## src/rtl/tick_seg_counter.sv

```systemverilog
// Counts edges of an asynchronous blink toggle modulo MODULUS and drives a registered
// seven-segment display. Define TICK_BOTH_EDGES_EN to count both tick transitions.
module tick_seg_counter #(
   parameter int unsigned MODULUS      = 10,
   parameter int unsigned COMMON_ANODE = 1
) (
   input  logic       clk,
   input  logic       rst_n,
   input  logic       tick_in,
   input  logic       enable,
   input  logic       clear,
   output logic [3:0] count,
   output logic       wrap,
   output logic       seg_a,
   output logic       seg_b,
   output logic       seg_c,
   output logic       seg_d,
   output logic       seg_e,
   output logic       seg_f,
   output logic       seg_g
);

   if (MODULUS < 2 || MODULUS > 16) begin : g_bad_modulus
      $error("tick_seg_counter: MODULUS must be in 2..16");
   end

   localparam logic [3:0] LastCount = 4'(MODULUS - 1);
   localparam logic [6:0] SegOff    = (COMMON_ANODE != 0) ? 7'h7F : 7'h00;

   typedef enum logic [1:0] {StBlank, StRun, StPaused} state_e;

   state_e     state_q, state_d;
   logic [3:0] count_q, count_d;
   logic       wrap_q, wrap_d;
   logic [6:0] seg_q, seg_nxt;
   logic       s1_q, s2_q, p_q;
   logic       tick_edge;

   // Active-high a..g in bits 6..0.
   function automatic logic [6:0] seg_decode(input logic [3:0] value);
      logic [6:0] pat;
      pat = 7'b0000000;
      case (value)
         4'h0:    pat = 7'b1111110;
         4'h1:    pat = 7'b0110000;
         4'h2:    pat = 7'b1101101;
         4'h3:    pat = 7'b1111001;
         4'h4:    pat = 7'b0110011;
         4'h5:    pat = 7'b1011011;
         4'h6:    pat = 7'b1011111;
         4'h7:    pat = 7'b1110000;
         4'h8:    pat = 7'b1111111;
         4'h9:    pat = 7'b1111011;
         4'hA:    pat = 7'b1110111;
         4'hB:    pat = 7'b0011111;
         4'hC:    pat = 7'b1001110;
         4'hD:    pat = 7'b0111101;
         4'hE:    pat = 7'b1001111;
         default: pat = 7'b1000111;
      endcase
      return pat;
   endfunction

`ifdef TICK_BOTH_EDGES_EN
   assign tick_edge = s2_q ^ p_q;
`else
   assign tick_edge = s2_q & ~p_q;
`endif

   always_comb begin
      state_d = state_q;
      count_d = count_q;
      wrap_d  = 1'b0;
      if (clear) begin
         // A coincident edge is dropped on purpose.
         state_d = StBlank;
         count_d = 4'd0;
      end else begin
         unique case (state_q)
            StBlank: begin
               count_d = 4'd0;
               if (tick_edge && enable) begin
                  count_d = 4'd1;
                  state_d = StRun;
               end
            end
            StRun: begin
               if (!enable) begin
                  state_d = StPaused;
               end else if (tick_edge) begin
                  if (count_q == LastCount) begin
                     count_d = 4'd0;
                     wrap_d  = 1'b1;
                  end else begin
                     count_d = count_q + 4'd1;
                  end
               end
            end
            StPaused: begin
               if (enable) state_d = StRun;
            end
            default: begin
               state_d = StBlank;
               count_d = 4'd0;
            end
         endcase
      end
   end

   // Display follows the registered count, so it trails count by one cycle.
   always_comb begin
      seg_nxt = SegOff;
      if (state_q != StBlank) begin
         seg_nxt = (COMMON_ANODE != 0) ? ~seg_decode(count_q) : seg_decode(count_q);
      end
   end

   always_ff @(posedge clk) begin
      if (!rst_n) begin
         s1_q    <= 1'b0;
         s2_q    <= 1'b0;
         p_q     <= 1'b0;
         state_q <= StBlank;
         count_q <= 4'd0;
         wrap_q  <= 1'b0;
         seg_q   <= SegOff;
      end else begin
         s1_q    <= tick_in;
         s2_q    <= s1_q;
         p_q     <= s2_q;
         state_q <= state_d;
         count_q <= count_d;
         wrap_q  <= wrap_d;
         seg_q   <= seg_nxt;
      end
   end

   assign count = count_q;
   assign wrap  = wrap_q;
   assign seg_a = seg_q[6];
   assign seg_b = seg_q[5];
   assign seg_c = seg_q[4];
   assign seg_d = seg_q[3];
   assign seg_e = seg_q[2];
   assign seg_f = seg_q[1];
   assign seg_g = seg_q[0];

endmodule

```

## config.mk

```make
export PLATFORM = sky130hd
export DESIGN_NAME = tick_seg_counter
export DESIGN_NICKNAME = d
export VERILOG_FILES = /design/src/rtl/tick_seg_counter.sv
export SDC_FILE = /design/constraint.sdc
export NUM_CORES = 1
export LEC_CHECK = 0
export ABC_AREA = 1
export CAP_MARGIN = 20
export CELL_PAD_IN_SITES_DETAIL_PLACEMENT = 1
export CELL_PAD_IN_SITES_GLOBAL_PLACEMENT = 2
export CORE_MARGIN = 2
export CORE_UTILIZATION = 33
export CTS_CLUSTER_DIAMETER = 60
export DETAILED_ROUTE_END_ITERATION = 16
export PLACE_DENSITY = 0.86
export SYNTH_ARGS = -nofsm -noshare
export SYNTH_HDL_FRONTEND = slang
export SYNTH_SLANG_ARGS = --single-unit
```

## constraint.sdc

```tcl
create_clock -name clk -period 2.8 [get_ports clk]
set_input_delay 0.42 -clock clk [delete_from_list [all_inputs] [get_ports clk]]
set_output_delay 0.42 -clock clk [all_outputs]
set_load 0.01 [all_outputs]
```

==> impl_metrics.py <==
metrics = {
    "run_status": {
        "outcome": "finished clean",
    },
    "critical_path": {
        "rrSetupSlack_ns": 0.71,
        "worstPathRequired_ns": 2.97,
        "crit_path_start_kind": "input port",
        "path_cells": "clkdlybuf4s50_1 -> nand3_2 -> a21oi_1 -> nand2_1 -> nand2_1 -> nand2_1 -> inv_1 -> ha_1 -> nand4_1 -> nand3_1 -> nand2_1",
        "cp-end-kind": "flip-flop",
        "path_max_fanout": 6,
        "crit_slowest_cell": "clkdlybuf4s50_1",
        "worst_ep_arrival_time_ns": 2.34,
        "cpPeakStageDelay_ns": 0.53,
        "reg2regPathDepth": 13,
        "worstSetupPathType": "in -> reg",
        "critPathMostFrequentCell": "nand2_1",
    },
    "job": {
        "drv_cap": 0,
    },
    "cts": {
        "post-cts-setup-buffer-count": 0,
        "postCtsHoldBufs": 0,
        "clock_latency_ns": 0.27,
        "clockBufferDepth": 2,
        "cts_root_buffer": "clkbuf_8",
        "cts.reportedPaths.clkPinSlew_ns": 0.08,
        "cts.sinks": 24,
        "ctsResizeCount": 0,
        "h-tree-depth": 1,
        "numCtsBuffers": 3,
        "cts_tree": "done",
    },
    "cells_and_area": {
        "final_nets": 189,
        "drive_above_1_share": 0.1724,
        "n_fill_cell": 460,
        "multi_input_area_um2": 633.1,
        "syn_to_final_growth_pct": 24.02,
        "ff_latch_area_um2": 480.5,
        "design_area_um2": 1505,
        "num_antenna_cells": 0,
    },
    "routing": {
        "avgRoutedWirePerCell_um": 12.69,
        "drtPass1Iterations": 4,
        "drtIter0Drc": 14,
        "viasPerCell": 4.707,
        "drt_wl_total_mm": 2.817,
        "vias": 1045,
        "ant_nets": 0,
        "drc": 0,
    },
    "synth": {
        "yosys_register_bits": 24,
        "synth.most_common_cell": "nand2_1",
        "postSynthCellCount": 154,
        "yosysWarningCount": 0,
        "synth_fa_ha_area_frac": 0.09278,
        "synthesis.nets": 168,
        "synth_area_leader_cell": "dfxtp_1",
        "synth_xor_area_frac": 0,
        "ys_types": 22,
        "synth-edff-count": 0,
        "synth_top_flop_cell": "dfxtp_1",
        "synth_common_cells": "43 x nand2_1, 24 x dfxtp_1, 16 x inv_1",
        "ys_async_sr_fraction": 0,
        "netlist_area_um2": 1214,
        "syn_area_per_cell_um2": 7.881,
        "synth_area_leaders": "dfxtp_1 40%, nand2_1 13%, ha_1 9.3%",
        "synthSimpleGateAreaFrac": 0.4072,
        "synth_top_family_by_area": "simple AND/OR/NAND/NOR gates",
        "synth_compound_area_frac": 0.02165,
        "synth_top_area_share": 0.3959,
        "seq_area_frac_synth": 0.3959,
        "synthMuxAreaShare": 0,
    },
    "sta": {
        "hold_viol_final": 0,
        "finalSetupViolCount": 0,
        "slew_viol_final": 0,
        "worstMarginPinSlew_ns": 0.4213,
        "max_freq_mhz": 460.3,
        "fin_tns_setup_ns": 0,
        "finClkSkew_ns": 0.004792,
        "fin_crit_ns": 2.172,
        "relSlewSlack": 0.7181,
        "post-route-period-util": 0.7759,
        "rsz0062_at_grt": "false",
    },
    "worst_hold_path": {
        "whs_path_depth": 1,
        "hp-class": "reg -> reg",
    },
    "power_and_ir_drop": {
        "p_per_area_nw_per_um2": 453.0,
        "irDropWorstVdd_v": 0.0001903,
        "power_leakage_nw": 0.6877,
    },
    "global_route": {
        "grt_pass1_wl_mm": 5.043,
        "grt_overflow": 0,
        "grt_max_degree": 15,
        "grtUsageTotal": 0.1529,
        "grt_antenna_before_repair": 0,
        "grt_pass1_vias": 1180,
    },
    "placed_design": {
        "port_buffers": 16,
        "hpwl_mm": 2.287,
        "gp_congestion": 0.8792,
        "placed_cell_area_um2": 1434,
    },
    "die": {
        "rows": 22,
        "die_w_um": 64.65,
        "die_h_um": 64.65,
        "ios": 17,
        "core-area_um2": 3606,
        "die_area_um2": 4179,
        "initial_core_util": 0.3366,
    },
}
-- cells by family (layout without fill, tap and decap cells) --
kind of cell	after synthesis	count (layout)
AND/OR/NAND/NOR	91	91
AO/OA/AOI/OAI	5	5
buffers and inverters	25	45
flip-flops	24	24
adder cells (fa/ha/maj)	9	9
-- cell usage in the layout, fill, tap and decap left out, types with 3 or more instances in the layout --
cell and n:
nand2_2 7, ha_1 9, dfxtp_1 24, inv_2 7, nand4_1 9, clkbuf_8 3, nand3_1 14, nor2_1 5
inv_1 16, nand2_4 4, nand2_1 43, clkdlybuf4s50_1 16
-- cell type report --
class                           instances  share of cell area
Clock buffer                            3             0.02743
Clock inverter                          1             0.01995
Inverter                               24             0.06151
Multi-Input combinational cell        105              0.4206
Sequential cell                        24              0.3192
Tap cell                               48             0.03990
Timing Repair Buffer                   17              0.1114
-- worst max-delay path: cells and delay by family --
family          cells  cell delay [ns]
buf+inv             2             0.68
simple gates        7             0.78
fa+ha+maj           1             0.22
compound gates      1             0.23
-- report_power, final --
part / leakage (nW) / switching, mW / internal, mW
sequential: 0.195 / 0.00182 / 0.345
clock: 0.0357 / 0.116 / 0.191
combinational: 0.457 / 0.0164 / 0.0122
total: 0.688 / 0.134 / 0.548
-- metrics by stage --
stage,worst slack [ns],std cells,hold WS [ns],power (mW),utilization
2_1_floorplan,0.9760,154,0.3517,0.3703,-
3_3_place_gp,0.3873,218,0.3554,0.3827,0.3976
3_5_place_dp,0.3027,218,0.3566,0.3839,0.3976
4_1_cts,0.5914,222,0.3772,0.6891,0.4174
5_1_grt,0.3652,222,0.3893,0.7048,0.4174
6_report,0.6276,222,0.3749,0.6819,0.4174
-- per-layer routing --
layer,up-vias,track usage,share of wire
met5,-,0,0
met4,0,0.06383,0.019
met3,5,0.01042,0.016
met2,12,0.2995,0.54
met1,502,0.1679,0.42
li1,526,-,-
-- path summary, 6_finish.rpt --
check         endpoint      start
min reg2reg   seg_q[6]  flip-flop
min           seg_q[6]  flip-flop
max          flip-flop     enable
max reg2reg  flip-flop   count[1]
Note: power is estimated with default switching activity, not from simulation.
